===== src/rtl/rate_selector.sv =====
// Glitch-free selector between the eight divided-clock levels from the clock hub.
// The selected level is re-timed onto clk_50MHz as hub_clk, and its rising edges
// are reported as one-cycle tick_o pulses. A rate change works in two steps:
// drain the old rate to a low phase, then arm until the new rate is low.
// Optional feature macro: RATE_SELECTOR_TICK_CNT_EN (builds the tick_o counter).
module rate_selector #(
    parameter logic [2:0]  SEL_RESET = 3'd0,
    parameter int unsigned CNT_W     = 16
) (
    input  logic             clk_50MHz,
    input  logic             rst,
    input  logic [7:0]       rate_i,
    input  logic [2:0]       sel_i,
    output logic             hub_clk,
    output logic             tick_o,
    output logic             switching_o,
    output logic [2:0]       cur_sel_o,
    output logic [CNT_W-1:0] tick_cnt_o
);

    typedef enum logic [1:0] {StRun, StDrain, StArm} state_e;

    state_e     state_q, state_d;
    logic [7:0] r1_q, r1_d, r2_q, r2_d;
    logic [2:0] cur_sel_q, cur_sel_d;
    logic [2:0] pend_sel_q, pend_sel_d;
    logic       hub_clk_q, hub_clk_d;
    logic       tick_q, tick_d;
    logic       sel_lvl;
    logic       sel_rise;

    assign sel_lvl  = r1_q[cur_sel_q];
    assign sel_rise = r1_q[cur_sel_q] & ~r2_q[cur_sel_q];

    // Next-state logic: two-stage input sync plus the RUN/DRAIN/ARM switch FSM.
    always_comb begin
        r1_d       = rate_i;
        r2_d       = r1_q;
        state_d    = state_q;
        cur_sel_d  = cur_sel_q;
        pend_sel_d = pend_sel_q;
        hub_clk_d  = 1'b0;
        tick_d     = 1'b0;
        unique case (state_q)
            StRun: begin
                hub_clk_d = sel_lvl;
                tick_d    = sel_rise;
                if (sel_i != cur_sel_q) begin
                    state_d    = StDrain;
                    pend_sel_d = sel_i;
                end
            end
            StDrain: begin
                // Let the old rate finish its high phase before dropping hub_clk.
                pend_sel_d = sel_i;
                if (sel_lvl) begin
                    hub_clk_d = 1'b1;
                end else begin
                    cur_sel_d = pend_sel_q;
                    state_d   = StArm;
                end
            end
            StArm: begin
                // Hold hub_clk low until the new rate is itself low, so its first
                // high phase is seen whole.
                if (sel_i != cur_sel_q) begin
                    cur_sel_d = sel_i;
                end else if (!sel_lvl) begin
                    state_d = StRun;
                end
            end
            default: begin
                state_d = StRun;
            end
        endcase
    end

    // State registers with synchronous reset.
    always_ff @(posedge clk_50MHz) begin
        if (rst) begin
            state_q    <= StRun;
            r1_q       <= '0;
            r2_q       <= '0;
            cur_sel_q  <= SEL_RESET;
            pend_sel_q <= SEL_RESET;
            hub_clk_q  <= 1'b0;
            tick_q     <= 1'b0;
        end else begin
            state_q    <= state_d;
            r1_q       <= r1_d;
            r2_q       <= r2_d;
            cur_sel_q  <= cur_sel_d;
            pend_sel_q <= pend_sel_d;
            hub_clk_q  <= hub_clk_d;
            tick_q     <= tick_d;
        end
    end

    assign hub_clk     = hub_clk_q;
    assign tick_o      = tick_q;
    assign switching_o = (state_q != StRun);
    assign cur_sel_o   = cur_sel_q;

`ifdef RATE_SELECTOR_TICK_CNT_EN
    logic [CNT_W-1:0] tick_cnt_q, tick_cnt_d;
    logic             run_entry;

    assign run_entry = (state_q == StArm) && (state_d == StRun);

    // Tick counter: restarts when a switch completes, otherwise wraps freely.
    always_comb begin
        tick_cnt_d = tick_cnt_q;
        if (run_entry) begin
            tick_cnt_d = '0;
        end else if (tick_q) begin
            tick_cnt_d = tick_cnt_q + {{(CNT_W-1){1'b0}}, 1'b1};
        end
    end

    // Tick counter register.
    always_ff @(posedge clk_50MHz) begin
        if (rst) begin
            tick_cnt_q <= '0;
        end else begin
            tick_cnt_q <= tick_cnt_d;
        end
    end

    assign tick_cnt_o = tick_cnt_q;
`else
    assign tick_cnt_o = '0;
`endif

endmodule


===== config.mk =====
export PLATFORM = sky130hd
export DESIGN_NAME = rate_selector
export DESIGN_NICKNAME = d
export VERILOG_FILES = /design/src/rtl/rate_selector.sv
export SDC_FILE = /design/constraint.sdc
export NUM_CORES = 1
export LEC_CHECK = 0
export BUFFER_PORTS_ARGS = -buffer_cell sky130_fd_sc_hd__clkbuf_2
export CAP_MARGIN = 20
export CORE_MARGIN = 2
export CORE_UTILIZATION = 50
export DETAILED_ROUTE_END_ITERATION = 10
export PLACE_DENSITY = 0.88
export SYNTH_ARGS = -nofsm -noshare
export SYNTH_HDL_FRONTEND = slang
export SYNTH_SLANG_ARGS = --single-unit

===== constraint.sdc =====
create_clock -name clk_50MHz -period 5.1 [get_ports clk_50MHz]
set_input_delay 0.255 -clock clk_50MHz [delete_from_list [all_inputs] [get_ports clk_50MHz]]
set_output_delay 0.255 -clock clk_50MHz [all_outputs]
set_load 0.01 [all_outputs]

==> impl_metrics.py <==
metrics = {
    "outcome": {
        "status": "complete, no violations",
    },
    "critical_path": {
        "crit_top_cell": "mux2_4",
        "cp-end-kind": "register",
        "r2r_cells": 5,
        "crit_slowest_cell": "dfxtp_1",
        "cp_slowest_stage_delay_ps": 620,
        "start_kind": "register",
        "critical_path.top_delay_family": "multiplexers",
        "required_ps": 5320,
        "worst-path-stages": 5,
        "path_class": "register to register",
        "critical_path_arrival_ps": 2150,
        "crit_buf_inv": 0,
        "worstPathMaxFanout": 9,
        "worstPathCellList": "mux2_4 > a2bb2oi_2 > a31o_4 > o31ai_4 > mux2_4",
    },
    "placed_design": {
        "finalWeightedCongestion": 0.822,
        "dp_worst_setup_slack_ps": 3190,
        "hpwl_um": 1400,
        "port_buffers": 18,
    },
    "power_and_ir_drop": {
        "peakVddDrop_v": 0.000298,
        "p_leak_uw": 0.000596,
        "powerDensity_nw_per_um2": 453,
    },
    "synth": {
        "synthTopCellsByArea": "dfxtp_1 42%, buf_4 11%, nor2b_1 8.6%, mux2i_1 7.3%, mux2_4 4.8%",
        "yosysTopAreaCellShare_pct": 41.9,
        "synth_xor_area_share_pct": 2.12,
        "yosys.area_share.simple_pct": 18.1,
        "ys_warn_count": 0,
        "syn-mean-instance-area_sq_um": 10.7,
        "netlist_instances": 116,
        "synth_edf_count": 0,
        "synth-compound-area-share_pct": 7.76,
        "yosys_most_used_dff": "dfxtp_1",
        "syn_area_sq_um": 1240,
        "synth_top_family_by_area": "simple AND/OR/NAND/NOR gates",
        "synth.distinct_cells": 28,
        "synth_largest_area_cell": "dfxtp_1",
        "synth_seq_cells": 26,
        "synthAdderAreaFrac_pct": 0,
        "ys_seq_area_share_pct": 41.9,
        "synth_async_sr_flop_share_pct": 0,
        "synthTopCellsByCount": "26 x dfxtp_1, 18 x buf_4, 17 x nor2b_1, 9 x mux2i_1, 9 x nor2_1",
        "synthMuxAreaShare_pct": 16.3,
        "synth_most_common_cell": "dfxtp_1",
    },
    "sta": {
        "fin_crit_ps": 1930,
        "setup_tns_ps": 0,
        "setup_viol": 0,
        "slew_headroom_pct": 66.4,
        "maxSlewViolCount": 0,
        "hold_viol": 0,
        "tightest_slew_ps": 503,
        "fin_crit_sh_pct": 37.8,
        "fin_ws_ps": 3170,
        "rsz0062_at_grt": "false",
        "fmax_mhz": 519,
        "worst_hold_slack_ps": 134,
        "skew_ps": 2.36,
    },
    "floorplan": {
        "initial_utilization_pct": 51.5,
        "boundaryPins": 35,
        "rows": 18,
        "die_height_um": 53.8,
        "dieWidth_um": 53.8,
        "core_sq_um": 2410,
        "dieArea_sq_um": 2900,
    },
    "global_routing": {
        "overflow": 0,
        "grt_pass1_wl_um": 2990,
        "grt_max_degree": 30,
        "antenna_found_initial": 0,
        "grt_pass1_vias": 646,
        "grt_usage_pct": 14.9,
    },
    "clocking": {
        "h-tree-depth": 1,
        "hold_buffers": 0,
        "clkLatencyLatePin_ps": 320,
        "clk_pin_slew_ps": 130,
        "cts_sinks": 26,
        "numCtsBuffers": 3,
        "clk_path_buf_depth": 2,
        "cts_resized": 0,
        "cts_setup_buffers": 0,
        "cts_root_buf": "clkbuf_4",
        "cts_tree": "built",
    },
    "route": {
        "vias": 749,
        "wl_met2_um": 888,
        "drt_iter0_drc": 5,
        "routed-wl-met3_um": 122,
        "postRouteAntennaNets": 0,
        "drcViolationCount": 0,
        "wl_per_cell_um": 11.2,
        "top_layer_used": "met4",
        "vias_per_cell": 4.65,
        "wl_met1_um": 757,
        "wl_um": 1800,
        "dr.pass1.iters": 4,
    },
    "finish": {
        "layout-drive-gt1-share_pct": 26.0,
        "nets": 145,
        "area_growth_syn_to_layout_pct": 6.25,
        "n_antenna_cell": 0,
    },
    "worst_hold_path": {
        "holdPathStages": 2,
        "hold_class": "input port to register",
    },
    "run": {
        "drv_cap": 0,
    },
}
cell type report:
type / count / area (sq um)
fillers: 202 / 1090
clock inverters: 1 / 30.0
repair buffers: 18 / 90.1
flip-flops and latches: 26 / 520
well taps: 30 / 37.5
clock buffers: 3 / 22.5
multi-input cells: 81 / 611
inverters: 2 / 7.51
cell families after synthesis:
logic type | Yosys count
and+or+nand+nor | 39
muxes | 15
DFF | 26
buffers and inverters | 24
AOI/OAI and AO/OA | 8
other | 1
xor gates and xnor gates | 3
final timing paths:
kind                start      endpoint  slack [ps]
max          cur_sel_o[0]  cur_sel_o[0]        3170
min             rate_i[7]       r1_q[7]         130
max reg2reg  cur_sel_o[0]  cur_sel_o[0]        3170
min reg2reg       r1_q[4]       r2_q[4]         470
worst reg2reg max path: cells and delay by family, from the launching register on:
| family | cells | cell delay (ps) |
|---|---|---|
| muxes | 2 | 690 |
| DFF | 1 | 620 |
| AOI/OAI and AO/OA | 3 | 520 |
placed cells by master (no fill, tap or decap):
cell type,synthesis,layout
a2111oi_2,1,1
a211o_1,1,1
a21oi_1,2,2
a21oi_2,1,1
a2bb2oi_2,1,1
a31o_4,1,1
and2b_1,1,1
and2b_2,2,2
bufinv_16,0,1
clkbuf_2,1,18
clkbuf_4,0,3
conb_1,1,16
dfxtp_1,26,26
inv_1,2,2
mux2_4,4,4
mux2i_1,9,9
mux4_1,2,2
nand2_1,3,3
nand3_1,1,1
nand3b_1,2,2
nor2_1,9,9
nor2b_1,17,17
nor3_2,1,1
o31ai_4,1,1
or2_1,1,1
or3_1,2,2
xor2_1,3,3
power breakdown:
group,total [uW],switching [uW],internal (uW)
combinational,194,98.7,94.9
clock,138,58.5,79.5
sequential,265,33.7,231
total,597,191,406
registers in the layout (all words and copies together) (netlist names):
signal	flops
hub_clk	1
r1_q	8
pend_sel_q	3
state_q	2
r2_q	8
tick_o	1
cur_sel_o	3
routing by layer:
metal  vias up  track usage [%]
li1        382                -
met1       336             17.6
met2        27             25.2
met3         4             3.33
met4         0             7.69
met5         -                0
through the flow:
stage	util, %	instances	power [uW]	area, sq um
floorplan	-	131	433	1300
global placement	52.5	157	452	1270
detailed placement	52.5	157	466	1270
CTS	54.7	161	602	1320
global route	54.7	161	637	1320
finish	54.7	161	597	1320
(Power assumes the default switching activity.)
